==> src/rtl/decode_67b_64b.sv <==
// 67b/64b word decoder with header-based block lock (HUNT/WAIT/LOCKED) and slip requests.
// Optional running-disparity monitor enabled by defining DISPARITY_CHECK_EN.
module decode_67b_64b #(
    parameter int LOCK_CNT  = 64,
    parameter int WIN_LEN   = 64,
    parameter int ERR_CNT   = 16,
    parameter int SLIP_WAIT = 32
`ifdef DISPARITY_CHECK_EN
    ,
    parameter int DISP_LIMIT = 128
`endif
) (
    input  logic        USER_CLK,
    input  logic        SYSTEM_RESET_N,
    input  logic [66:0] DATA_IN,
    input  logic        DATA_IN_VALID,
    output logic [63:0] DATA_OUT,
    output logic [1:0]  HEADER_OUT,
    output logic        DATA_OUT_VALID,
    output logic        BLOCK_LOCK,
    output logic        SLIP,
    output logic        HEADER_ERR
`ifdef DISPARITY_CHECK_EN
    ,
    output logic        DISP_ERR
`endif
);

    // One shared counter serves as good-header, slip-wait and window counter.
    localparam int CNT_MAX_A = (LOCK_CNT > WIN_LEN) ? LOCK_CNT : WIN_LEN;
    localparam int CNT_MAX   = (CNT_MAX_A > SLIP_WAIT) ? CNT_MAX_A : SLIP_WAIT;
    localparam int CNT_W     = $clog2(CNT_MAX + 1);
    localparam int ERR_W     = $clog2(ERR_CNT + 1);

    localparam logic [1:0] ST_HUNT   = 2'd0;
    localparam logic [1:0] ST_WAIT   = 2'd1;
    localparam logic [1:0] ST_LOCKED = 2'd2;

    logic [1:0]       state_q, state_d;
    logic [CNT_W-1:0] cnt_q, cnt_d, cnt_inc;
    logic [ERR_W-1:0] err_q, err_d, err_inc, err_nx;
    logic [63:0]      data_q, data_d;
    logic [1:0]       hdr_q, hdr_d;
    logic             dvalid_q, dvalid_d;
    logic             lock_q, lock_d;
    logic             slip_q, slip_d;
    logic             herr_q, herr_d;
    logic             hdr_bad;

    always_comb begin
        hdr_bad  = (DATA_IN[65] == DATA_IN[64]);
        cnt_inc  = (cnt_q == CNT_W'(CNT_MAX)) ? cnt_q : cnt_q + 1'b1;
        err_inc  = (err_q == ERR_W'(ERR_CNT)) ? err_q : err_q + 1'b1;
        err_nx   = hdr_bad ? err_inc : err_q;
        state_d  = state_q;
        cnt_d    = cnt_q;
        err_d    = err_q;
        data_d   = data_q;
        hdr_d    = hdr_q;
        dvalid_d = 1'b0;
        slip_d   = 1'b0;
        herr_d   = 1'b0;
        if (DATA_IN_VALID) begin
            data_d   = DATA_IN[66] ? ~DATA_IN[63:0] : DATA_IN[63:0];
            hdr_d    = DATA_IN[65:64];
            herr_d   = hdr_bad;
            dvalid_d = lock_q;
            case (state_q)
                ST_HUNT: begin
                    if (hdr_bad) begin
                        slip_d  = 1'b1;
                        cnt_d   = '0;
                        state_d = ST_WAIT;
                    end else if (cnt_inc >= CNT_W'(LOCK_CNT)) begin
                        cnt_d   = '0;
                        err_d   = '0;
                        state_d = ST_LOCKED;
                    end else begin
                        cnt_d = cnt_inc;
                    end
                end
                ST_WAIT: begin
                    if (cnt_inc >= CNT_W'(SLIP_WAIT)) begin
                        cnt_d   = '0;
                        state_d = ST_HUNT;
                    end else begin
                        cnt_d = cnt_inc;
                    end
                end
                ST_LOCKED: begin
                    // Lock loss wins over a window clear on the same word.
                    if (err_nx >= ERR_W'(ERR_CNT)) begin
                        slip_d  = 1'b1;
                        cnt_d   = '0;
                        err_d   = '0;
                        state_d = ST_WAIT;
                    end else if (cnt_inc >= CNT_W'(WIN_LEN)) begin
                        cnt_d = '0;
                        err_d = '0;
                    end else begin
                        cnt_d = cnt_inc;
                        err_d = err_nx;
                    end
                end
                default: begin
                    cnt_d   = '0;
                    err_d   = '0;
                    state_d = ST_HUNT;
                end
            endcase
        end
        lock_d = (state_d == ST_LOCKED);
    end

    always_ff @(posedge USER_CLK or negedge SYSTEM_RESET_N) begin
        if (!SYSTEM_RESET_N) begin
            state_q  <= ST_HUNT;
            cnt_q    <= '0;
            err_q    <= '0;
            data_q   <= '0;
            hdr_q    <= '0;
            dvalid_q <= 1'b0;
            lock_q   <= 1'b0;
            slip_q   <= 1'b0;
            herr_q   <= 1'b0;
        end else begin
            state_q  <= state_d;
            cnt_q    <= cnt_d;
            err_q    <= err_d;
            data_q   <= data_d;
            hdr_q    <= hdr_d;
            dvalid_q <= dvalid_d;
            lock_q   <= lock_d;
            slip_q   <= slip_d;
            herr_q   <= herr_d;
        end
    end

    assign DATA_OUT       = data_q;
    assign HEADER_OUT     = hdr_q;
    assign DATA_OUT_VALID = dvalid_q;
    assign BLOCK_LOCK     = lock_q;
    assign SLIP           = slip_q;
    assign HEADER_ERR     = herr_q;

`ifdef DISPARITY_CHECK_EN
    logic signed [15:0] disp_sum_q, disp_sum_d, disp_sum_upd;
    logic               disp_err_q, disp_err_d;
    int                 disp_step;
    int                 disp_val;

    always_comb begin
        disp_step    = 2 * $countones(DATA_IN) - 67;
        disp_sum_upd = disp_sum_q + 16'(disp_step);
        disp_val     = int'(disp_sum_upd);
        disp_sum_d   = disp_sum_q;
        disp_err_d   = 1'b0;
        if (DATA_IN_VALID && (state_q == ST_LOCKED)) begin
            disp_sum_d = disp_sum_upd;
            disp_err_d = (disp_val > DISP_LIMIT) || (disp_val < -DISP_LIMIT);
        end
        // Every entry to or exit from LOCKED restarts the running sum.
        if ((state_q != state_d) && ((state_q == ST_LOCKED) || (state_d == ST_LOCKED))) begin
            disp_sum_d = '0;
        end
    end

    always_ff @(posedge USER_CLK or negedge SYSTEM_RESET_N) begin
        if (!SYSTEM_RESET_N) begin
            disp_sum_q <= '0;
            disp_err_q <= 1'b0;
        end else begin
            disp_sum_q <= disp_sum_d;
            disp_err_q <= disp_err_d;
        end
    end

    assign DISP_ERR = disp_err_q;
`endif

endmodule

==> config.mk <==
export PLATFORM = sky130hd
export DESIGN_NAME = decode_67b_64b
export DESIGN_NICKNAME = d
export VERILOG_FILES = /design/src/rtl/decode_67b_64b.sv
export SDC_FILE = /design/constraint.sdc
export NUM_CORES = 1
export LEC_CHECK = 0
export ABC_AREA = 1
export BUFFER_PORTS_ARGS = -buffer_cell sky130_fd_sc_hd__buf_2
export CORE_MARGIN = 5
export CORE_UTILIZATION = 40
export CTS_CLUSTER_SIZE = 30
export DETAILED_ROUTE_END_ITERATION = 12
export GPL_ROUTABILITY_DRIVEN = 0
export GPL_TIMING_DRIVEN = 0
export HOLD_SLACK_MARGIN = 0.05
export PLACE_DENSITY = 0.69
export SYNTH_ARGS = -nofsm -noshare
export SYNTH_HDL_FRONTEND = slang
export SYNTH_SLANG_ARGS = --single-unit
==> constraint.sdc <==
create_clock -name USER_CLK -period 2.1 [get_ports USER_CLK]
set_clock_uncertainty 0.15 [all_clocks]
set_input_delay 0.42 -clock USER_CLK [delete_from_list [all_inputs] [get_ports USER_CLK]]
set_output_delay 0.42 -clock USER_CLK [all_outputs]
set_load 0.02 [all_outputs]
== Word-level counts from Yosys, hierarchy flattened ==
Index checks and enable logic that the tools add are counted.

* Register bits: 84
* Word-level logic and storage cells: 52

* Add/subtract/negate cells: 2
* Magnitude comparators: 3
* Eq/ne operators: 8
* Muxes and demuxes: 26
* Bitwise operators: 2
* Reduce and logical (&&, ||, !) cells: 2

{| class="wikitable"
|+ Operators with widths
! cell !! count
|-
| two-way mux 64 bit || 1
|-
| NOT 64 bit || 1
|-
| two-way mux 7 bit || 5
|-
| two-way mux 5 bit || 6
|-
| case mux 7 bit (3 select lines) || 1
|-
| case mux 5 bit (3 select lines) || 1
|-
| two-way mux 2 bit || 5
|-
| adder 7 x 1 -> 7 bit, second input constant || 1
|-
| == test 7 bit, second input constant || 1
|-
| >= comparator 7 x 6 -> 1 bit, second input constant || 1
|-
| >= comparator 7 bit, second input constant || 1
|-
| case mux 2 bit (3 select lines) || 1
|-
| adder 5 x 1 -> 5 bit, second input constant || 1
|-
| == test 5 bit, second input constant || 1
|-
| >= comparator 5 bit, second input constant || 1
|-
| two-way mux 1 bit || 5
|-
| == test 2 bit, second input constant || 2
|-
| inequality test 2 bit, second input constant || 2
|-
| AND reduction 4 bit || 1
|-
| == test 2 x 1 -> 1 bit, second input constant || 1
|-
| zero test 2 bit || 1
|-
| case mux 1 bit (2 select lines) || 1
|-
| == test 1 bit || 1
|-
| NOT 1 bit || 1
|}

== Longest topological paths before layout ==
Gate-level depths: netlist of the first run.

* Depth after elaboration: 8
* Mapped depth: 12
* Gate-level depth less buffers: 12

== Worst setup path after synthesis of the first run ==
Ideal clock, no wire load.

* Kind: reg-to-reg
* Start: reg cnt_q[0]
* End: reg err_q[0]
* Setup time: 0.117 ns
* Arrival time: 1.319 ns
* Data required time: 1.833 ns
* Path slack: 0.513 ns
* Stages on the path, launching flop included: 11
* Cells stage by stage: dfrtp_1 ha_1 nand3_2 o21ai_2 nand3_2 nand2_4 inv_4 nand3_1 nand2_1 inv_2 nor2_2

* Longest elaborated chain between the ends: 6
* Elaborated cells on any way between the ends: 9
* Classes of those cells: add/sub (1); order compare (1); eq/ne (2); mux (4); reduce/logical (1)

{| class="wikitable"
|+ Ends and longest elaborated chain
! item !! line !! RTL
|-
| start, declared || 40 || <nowiki>logic [CNT_W-1:0] cnt_q, cnt_d, cnt_inc;</nowiki>
|-
| start signal, assigned || 128 || <nowiki>cnt_q <= cnt_d;</nowiki>
|-
| adder 7 x 1 -> 7 bit or == test 7 bit (tied branches) || 52 || <nowiki>cnt_inc = (cnt_q == CNT_W'(CNT_MAX)) ? cnt_q : cnt_q + 1'b1;</nowiki>
|-
| two-way mux 7 bit (*) || 52 ||
|-
| >= comparator 7 bit (*) || 74, 97 ||
|-
| two-way mux 5 bit || 97 || <nowiki>end else if (cnt_inc >= CNT_W'(WIN_LEN)) begin</nowiki>
|-
| two-way mux 5 bit || 92 || <nowiki>if (err_nx >= ERR_W'(ERR_CNT)) begin</nowiki>
|-
| case mux 5 bit (3 select lines) || 68 || <nowiki>case (state_q)</nowiki>
|-
| end signal, assigned || 129 || <nowiki>err_q <= err_d;</nowiki>
|-
| end, declared || 41 || <nowiki>logic [ERR_W-1:0] err_q, err_d, err_inc, err_nx;</nowiki>
|}

Mark *: on every way between the ends. The rest lies on a longest branch, timed or not.
A chain may end at the register's enable or synchronous reset.

== Worst setup path after layout of the first run ==
* Start: reg cnt_q[0]
* End: reg cnt_q[1]

* Longest elaborated chain between the ends: 6
* Elaborated cells on any way between the ends: 10
* Classes of those cells: add/sub (1); order compare (2); eq/ne (1); mux (6)

{| class="wikitable"
|+ Ends and longest elaborated chain
! item !! line
|-
| adder 7 x 1 -> 7 bit or == test 7 bit (tied branches) || 52
|-
| two-way mux 7 bit (*) || 52
|-
| >= comparator 7 bit || 74, 97
|-
| two-way mux 7 bit || 74, 97
|-
| two-way mux 7 bit, on equally long branches || 92, 70
|-
| case mux 7 bit (3 select lines) (*) || 68
|}

Marks and branches as above.

==> metrics.cfg, run 1 <==
[run_status]
status=finished clean

[worst_setup_path]
arrival_ns=1.90
start_kind=register
end_kind=register
ff2ff_setup_slack_ns=0.30
rr_startpoint=cnt_q[0]
crit_fanout=7
reg2reg_to=cnt_q[1]
cp_data_required_time_ns=2.20
rr_worst_depth=10
crit_type=reg -> reg

[pwr]
p_clk_frac=0.313
p_leak_nw=2.53
total_power_mw=4.41
switchingPower_mw=1.40
switching_share=0.317
pwr-share-seq=0.445
combPwrFrac=0.242
peakVddDrop_mv=0.411
powerDensity_mw_per_mm2=849
p_int_mw=3.01

[sta]
fin_crit_sh=0.855
fin_setup_tns_ns=0
max_slew_margin=0.636
maxSlewViolCount=0
rsz0062_at_grt=false
setup_viol=0
tightest_slew_ns=0.546
holdWs_ns=0.163
finalCriticalPeriod_ns=1.80
max_freq_mhz=557
hold_viol=0

[detailed_routing]
routed_via_density=4.58
ant_nets=0
vias=3357
wl_per_cell_um=13.6
route.met2.wl_mm=4.75
drc=0
wl_met1_mm=4.41
dr_wl_met3_um=563
dr.pass1.iters=4
wl_mm=9.94
route.top_layer_used=met4
drt_iter0_markers=92

[finish]
antenna_cells=0
stdcell_count=733
fin_util=0.529
fin_nets=669
area_delta_synth_final_pct=28.0
drive_gt1_frac=0.308

[floorplan]
ioPinCount=140
num_rows=36
core_area_sq_mm=0.00982
die_w_um=111
die_y_um=111
start_util=0.414
die-area_sq_mm=0.0123

[logic_synthesis]
synth_top_area_cell=dfrtp_1
synth_seq_area_share=0.517
synthCells=444
synth.distinct_cells=30
async_reset_ff_frac=1.00
yosysWarnings=0
synth_top_area_share=0.517
synth_edf_count=0
ys_ff_latch=84
synth.cell_area_sq_mm=0.00406
ys_top_cells_by_area=dfrtp_1 52%, xnor2_1 14%, nand2_1 11%
synth_nets=518
syn_avg_cell_area_sq_um=9.15
synthFlopType=dfrtp_1

[global_route]
grt_pass1_vias=3507
grt_max_degree=46
grt_overflow=0
antenna_found_initial=0
grt.total_usage=0.166
grt_pass1_wl_mm=16.9

[worst_hold_path]
worstHoldStart=DATA_IN_VALID
hold_end=cnt_q[6]
hold_class=in -> reg
hold_depth=2

[clocking]
cts_buffer_depth=2
clock_sinks=84
clkTransAtPathRegs_ns=0.09
cts_tree=built
cts-root-buf=clkbuf_8
postCtsSetupRepairBufs=0
numCtsBuffers=9
worstSkewPairLatency_ns=0.35
htree_levels=3

[placement]
portBuffers=138
dp_cells=716
dp_hpwl_mm=7.57

[run]
drv_cap=0

-- how the worst max path moves through the flow --
stage	start	endpoint	slack, ns	depth (start not counted)
2_1_floorplan	cnt_q[0]	err_q[0]	0.51	10
3_3_place_gp	SYSTEM_RESET_N	DATA_OUT[26]	-0.24	1
3_5_place_dp	DATA_IN_VALID	HEADER_OUT[1]	0.21	5
4_1_cts	cnt_q[0]	cnt_q[1]	0.31	10
5_1_grt	cnt_q[0]	cnt_q[1]	0.17	10
6_report	cnt_q[0]	cnt_q[1]	0.30	10
-- power by group through the flow --
stage	Combinational, mW	Clock, mW	Sequential, mW
after detailed placement	1.09	0	1.99
after CTS	1.09	1.42	1.96
after global routing	1.19	1.48	1.99
after global placement	1.05	0	1.99
final	1.07	1.38	1.96
after floorplan	0.487	0	2.17
-- through the flow --
stage          worst slack [ns]  area (sq um)
4_1_cts                   0.307          5200
5_1_grt                   0.168          5200
3_3_place_gp             -0.236          4920
3_5_place_dp              0.214          4950
2_1_floorplan             0.513          4060
6_report                  0.305          5200
-- synthesized netlist by cell type (2+ instances only) --
cell type  number
o21ai_0        69
nand2_1       115
nor2_2          4
dfrtp_1        84
nor2_1         21
xor2_1          2
inv_1          22
a21oi_1         4
o21ai_2         2
xnor2_1        64
buf_2           5
buf_4           2
nand4_1         2
clkbuf_1       14
nand2_4         2
nand3_1         8
inv_2           5
nand2_2         2
nand3_2         3
ha_1            4
-- cell type report --
| class | count | area [sq um] |
|---|---|---|
| Clock buffer | 9 | 124 |
| Timing Repair Buffer | 140 | 731 |
| Clock inverter | 7 | 115 |
| Fill cell | 952 | 4620 |
| Sequential cell | 84 | 2100 |
| Inverter | 28 | 108 |
| Tap cell | 133 | 166 |
| Multi-Input combinational cell | 310 | 1750 |
| Buffer | 22 | 104 |
-- layout by cell type, fill, tap and decap left out, types with 2 or more instances in the layout --
cell / count
inv_1: 22
buf_2: 142
dfrtp_1: 84
clkinvlp_4: 2
nand2_2: 2
clkbuf_1: 14
nor2_1: 21
clkinv_2: 2
clkbuf_8: 9
xor2_1: 2
ha_1: 4
nand4_1: 2
nand2_1: 115
nand2_4: 2
a21oi_1: 4
nand3_1: 8
buf_4: 3
o21ai_2: 2
xnor2_1: 64
nor2_2: 4
o21ai_0: 69
bufinv_16: 3
nand3_2: 3
inv_2: 5
-- worst max-delay path, cell delays in order, from the launching register on --
cell,delay [ns]
dfrtp_1,0.46
ha_1,0.24
nand2_1,0.09
nor2_2,0.11
nand3_2,0.11
nand2_2,0.10
inv_2,0.05
nand2_1,0.12
nand3b_4,0.12
nand2_1,0.09
nand2_1,0.05
-- routing by layer --
layer / vias up / GRT usage
li1: 1706 / -
met1: 1542 / 0.217
met2: 91 / 0.264
met3: 18 / 0.0469
met4: 0 / 0.0575
met5: - / 0
-- cells by family (layout without fill, tap and decap cells) --
logic type	after synthesis	after routing	share of synthesized area
simple gates	162	162	0.175
xor+xnor	66	66	0.142
fa+ha+maj	4	4	0.0123
buf+inv	50	206	0.0520
flops	84	84	0.517
compound gates	78	78	0.101
-- state kept, by name (all words and copies together), names as in the netlist --
name	cells
HEADER_OUT	2
HEADER_ERR	1
cnt_q	7
BLOCK_LOCK	1
err_q	5
state_q	2
DATA_OUT_VALID	1
SLIP	1
DATA_OUT	64
-- timing repair --
item / 4_1_cts / 5_1_grt
hold buffers: 1 / 0
hold endpoints to repair: 39 / 0
resized for setup: 0 / 0
No activity file was read; power rests on OpenSTA's default activity.
==> inputs of run 2 (changes only) <==
--- a/config.mk
+++ b/config.mk
@@ -5,7 +5,7 @@
 export SDC_FILE = /design/constraint.sdc
 export NUM_CORES = 1
 export LEC_CHECK = 0
-export ABC_AREA = 1
+export ABC_CLOCK_PERIOD_IN_PS = 2100
 export BUFFER_PORTS_ARGS = -buffer_cell sky130_fd_sc_hd__buf_2
 export CORE_MARGIN = 5
 export CORE_UTILIZATION = 40
@@ -15,6 +15,7 @@
 export GPL_TIMING_DRIVEN = 0
 export HOLD_SLACK_MARGIN = 0.05
 export PLACE_DENSITY = 0.69
+export SLEW_MARGIN = 20
 export SYNTH_ARGS = -nofsm -noshare
 export SYNTH_HDL_FRONTEND = slang
 export SYNTH_SLANG_ARGS = --single-unit
==> metrics.cfg, run 2 <==
[detailed_routing]
wl_per_cell_um=14.3
wl_mm=9.79
drc=0
routed_via_density=4.86
ant_nets=0
drt_iter0_markers=170
dr.pass1.iters=6
vias=3331

[logic_synthesis]
syn_avg_cell_area_sq_um=10.1
synth_top_area_share=0.534
synthFlopType=dfrtp_1
synth.distinct_cells=44
yosys-top-cells-count=84 x dfrtp_1, 67 x a21oi_1, 66 x nor2_1
ys_top_cells_by_area=dfrtp_1 53%, xnor2_1 14%, a21oi_1 8.5%
synthCells=391
synth.cell_area_sq_mm=0.00394
synth_nets=465
yosysWarnings=0
synth_edf_count=0
async_reset_ff_frac=1.00
yosysMostFrequentCell=dfrtp_1
synth_seq_area_share=0.534
ys_ff_latch=84
synth_top_area_cell=dfrtp_1

[worst_setup_path]
crit_type=reg -> reg
end_kind=register
arrival_ns=2.16
start_kind=register
crit_fanout=7
ff2ff_setup_slack_ns=0.05
cp_data_required_time_ns=2.21

[placement]
dp_hpwl_mm=7.15
portBuffers=138
place_ws_ns=-0.0865
dpl_cell_area_sq_mm=0.00483

[clocking]
worstSkewPairLatency_ns=0.34
clock_sinks=84
cts_buffer_depth=2
numCtsBuffers=9
cts-root-buf=clkbuf_8
clkTransAtPathRegs_ns=0.08
cts_tree=built
htree_levels=3

[sta]
fin_crit_sh=0.976
finalCriticalPeriod_ns=2.05
fin_setup_tns_ns=0
rsz0062_at_grt=true
holdWs_ns=0.205
hold_viol=0
setup_viol=0
max_freq_mhz=488
setup_ws_ns=0.0500
maxSlewViolCount=0
tightest_slew_ns=0.688
max_slew_margin=0.541

[pwr]
powerDensity_mw_per_mm2=828
p_leak_nw=2.26
peakVddDrop_mv=0.318

[finish]
fin_nets=622
fin_util=0.523
mostFrequentLayoutCells=138 x buf_2, 84 x dfrtp_1, 67 x a21oi_1
fillers=920
regArea_sq_mm=0.00210
area_delta_synth_final_pct=28.7
multi_input_area_sq_mm=0.00172
largest_reg_flops=64
postLayoutCellArea_sq_mm=0.00507
drive_gt1_frac=0.311
layout_commonest_cell=buf_2
antenna_cells=0

[floorplan]
die_y_um=109
core_area_sq_mm=0.00968
die_w_um=109
ioPinCount=140
start_util=0.407
die-area_sq_mm=0.0119
num_rows=36

[global_route]
grt_overflow=0
grt_max_degree=58
grt.total_usage=0.171
grt_pass1_wl_mm=16.2
grt_pass1_vias=3414
antenna_found_initial=0

[worst_hold_path]
hold_class=in -> reg

[run]
drv_cap=0

[run_status]
status=finished clean

## run 2: changes by cell type after synthesis, sizes merged, moves of 4 or more
cell | before | now
a21oi | 5 | 67
buf | 8 | 13
inv | 28 | 9
nand2 | 119 | 12
nand3 | 12 | 7
nor2 | 25 | 66
nor2b | 0 | 4
nor3 | 1 | 7
o21a | 0 | 4
o21ai | 72 | 6
## run 2: repair_timing
action | 4_1_cts | 5_1_grt
setup buffers | 2 | 4
gates cloned | 0 | 0
hold buffers | 1 | 0
setup endpoints to repair | 6 | 4
endpoints found under the hold margin | 27 | 0
pin swaps | 1 | 7
gates resized for setup | 2 | 1
## run 2: per-layer routing
layer  up-vias  wire [um]  track usage  part of all wire
met2        96       5030        0.291              0.51
met3        12        565       0.0332             0.058
li1       1611          -            -                 -
met4         0        130       0.0561             0.013
met1      1612       4060        0.220              0.42
met5         -          0            0                 0
## run 2: logic make-up after synthesis
family,Yosys count,share of synthesized area
AO/OA/AOI/OAI,95,0.141
XOR/XNOR,66,0.147
adder cells (fa/ha/maj),4,0.0127
buffers and inverters,33,0.0337
flip-flops,84,0.534
multiplexers,3,0.00858
AND/OR/NAND/NOR,106,0.123
## run 2: critical path, cell delays in order (launching register included)
cell       delay, ns
dfrtp_1         0.40
ha_4            0.18
nand3_4         0.11
or3_4           0.36
a2111oi_4       0.49
a31oi_1         0.13
a31oi_1         0.16
## run 2: report_power, final
part	total [mW]	internal [mW]	switching [mW]
clock	1.02	0.459	0.563
combinational	1.18	0.483	0.696
sequential	2.00	1.84	0.157
## run 2: worst paths after layout
path	from	end	cells after the start
setup reg to reg	cnt_q[1]	err_q[2]	6
hold / removal	DATA_IN[33]	DATA_OUT[33]	3
hold reg to reg	BLOCK_LOCK	DATA_OUT_VALID	1
max in group asynchronous	SYSTEM_RESET_N	DATA_OUT[19]	3
setup / recovery	cnt_q[1]	err_q[2]	6
min in group asynchronous	SYSTEM_RESET_N	DATA_OUT[47]	2
## run 2: metrics by stage
| step | power, mW | instances |
|---|---|---|
| 6_report | 4.20 | 686 |
| 5_1_grt | 4.47 | 686 |
| 4_1_cts | 4.24 | 682 |
| 3_5_place_dp | 3.15 | 663 |
| 3_3_place_gp | 3.11 | 662 |
| 2_1_floorplan | 2.72 | 391 |
## run 2: cell type report
type,instances,share of cell area
Sequential cell,84,0.415
Tap cell,133,0.0328
Multi-Input combinational cell,274,0.340
Timing Repair Buffer,146,0.153
Clock buffer,12,0.0286
Buffer,24,0.0195
Inverter,9,0.00667
Clock inverter,4,0.00494
==> inputs of run 3 (changes only) <==
--- a/config.mk
+++ b/config.mk
@@ -7,6 +7,7 @@
 export LEC_CHECK = 0
 export ABC_CLOCK_PERIOD_IN_PS = 2100
 export BUFFER_PORTS_ARGS = -buffer_cell sky130_fd_sc_hd__buf_2
+export CORE_ASPECT_RATIO = 1.25
 export CORE_MARGIN = 5
 export CORE_UTILIZATION = 40
 export CTS_CLUSTER_SIZE = 30
==> metrics.cfg, run 3 (synthesis results as in run 2) <==
[worst_setup_path]
cp_top_family=compound AO/OA/AOI/OAI gates
arrival_ns=2.06
rr_startpoint=err_q[0]
start_kind=register
cpPeakStageDelay_ns=0.42
path_buf_inv=0
cp_slowest_cell=dfrtp_1
cp.depth=6
cp_cell_sequence=ha_1 -> nand3_1 -> nor3_2 -> a211oi_2 -> a22oi_2 -> o22ai_1
ff2ff_setup_slack_ns=0.09
end_kind=register
crit_type=reg -> reg
crit_fanout=5
cp_data_required_time_ns=2.14
rr_worst_depth=6
reg2reg_to=cnt_q[1]

[detailed_routing]
wl_mm=9.78
dr.pass1.iters=4
drc=0
wl_per_cell_um=14.4
ant_nets=0
routed_via_density=4.82
drt_iter0_markers=201
vias=3264

[floorplan]
die_w_um=98.8
die-area_sq_mm=0.0119
num_rows=40
die_y_um=121
start_util=0.410
core_area_sq_mm=0.00961
ioPinCount=140

[clocking]
cts_tree=built
clkTransAtPathRegs_ns=0.06
cts_buffer_depth=2
cts-root-buf=clkbuf_16
clock_sinks=84
worstSkewPairLatency_ns=0.33
numCtsBuffers=9
htree_levels=3

[sta]
fin_crit_sh=0.959
hold_viol=0
finalCriticalPeriod_ns=2.01
tightest_slew_ns=0.778
holdWs_ns=0.224
fin_setup_tns_ns=0
max_freq_mhz=496
maxSlewViolCount=0
max_slew_margin=0.481
setup_viol=0

[global_route]
antenna_found_initial=0
grt_overflow=0
grt_pass1_vias=3258
grt_pass1_wl_mm=16.2
grt_max_degree=48
grt.total_usage=0.168

[pwr]
pwr-share-seq=0.428
p_clk_frac=0.321
p_leak_nw=2.31
peakVddDrop_mv=0.412
p_int_mw=3.22
combPwrFrac=0.251
switching_share=0.311
powerDensity_mw_per_mm2=903
switchingPower_mw=1.45

[finish]
fin_util=0.538
antenna_cells=0
area_delta_synth_final_pct=31.3
postLayoutCellArea_sq_mm=0.00517
stdcell_count=677
layout_commonest_cell=buf_2
mostFrequentLayoutCells=138 x buf_2, 83 x dfrtp_1, 67 x a21oi_1
drive_gt1_frac=0.314
largest_reg_flops=64
fin_nets=620

[placement]
dp_cells=656
dp_hpwl_mm=7.31
dpl_cell_area_sq_mm=0.00482
portBuffers=138

[run]
drv_cap=0

[worst_hold_path]
worstHoldStart=DATA_IN[43]
hold_end=DATA_OUT[43]
hold_depth=3
hold_class=in -> reg

[run_status]
status=finished clean

==> run 3: changes by cell type in the layout (fill, tap and decap cells not counted), sizes merged <==
cell	previous run	this run
buf	158	156
clkbuf	23	24
clkinv	2	1
==> run 3: through the flow <==
step,total power [mW],setup WS [ns]
6_report,4.67,0.0855
3_5_place_dp,3.15,-0.119
4_1_cts,4.69,0.0119
3_3_place_gp,3.11,-0.236
5_1_grt,4.94,-0.00952
2_1_floorplan,2.72,0.0551
==> run 3: how the worst max path moves through the flow <==
stage	endpoint	start
6_report	cnt_q[1]	err_q[0]
3_5_place_dp	err_q[2]	cnt_q[0]
5_1_grt	cnt_q[2]	err_q[0]
4_1_cts	err_q[2]	cnt_q[0]
3_3_place_gp	DATA_OUT[31]	SYSTEM_RESET_N
2_1_floorplan	err_q[2]	cnt_q[0]
==> run 3: routing by layer <==
metal  vias up  global-route usage  share of wire
met1      1556               0.214           0.42
li1       1615                   -              -
met4         0              0.0461         0.0096
met2        87               0.276           0.50
met5         -                   0              0
met3         6              0.0512          0.069
==> run 3: repair_timing <==
item	CTS	global route
cloned	0	0
setup endpoints to repair	9	7
hold buffers	1	0
endpoints found under the hold margin	37	0
pin swaps	1	2
gates resized for setup	3	2
buffers inserted	1	3
==> run 3: layout make-up <==
type | count | area, sq um
inverter | 9 | 33.8
sequential | 84 | 2100
multi-input combinational | 274 | 1730
buffer | 24 | 98.8
tap | 126 | 158
fill | 917 | 4440
timing repair buffer | 144 | 761
clock buffer | 13 | 270
clock inverter | 3 | 20.0
==> run 3: worst min-delay path, delay by kind of cell <==
kind	cells	cell delay, ns
xor gates and xnor gates	1	0.10
AOI/OAI and AO/OA	1	0.06
buffers and inverters	1	0.08
==> run 3: power by group through the flow <==
stage / clock [mW] / combinational [mW] / sequential, mW
finish: 1.50 / 1.17 / 2.00
global route: 1.61 / 1.30 / 2.03
CTS: 1.54 / 1.15 / 2.01
detailed placement: 0 / 1.13 / 2.02
global placement: 0 / 1.09 / 2.02
floorplan: 0 / 0.515 / 2.21
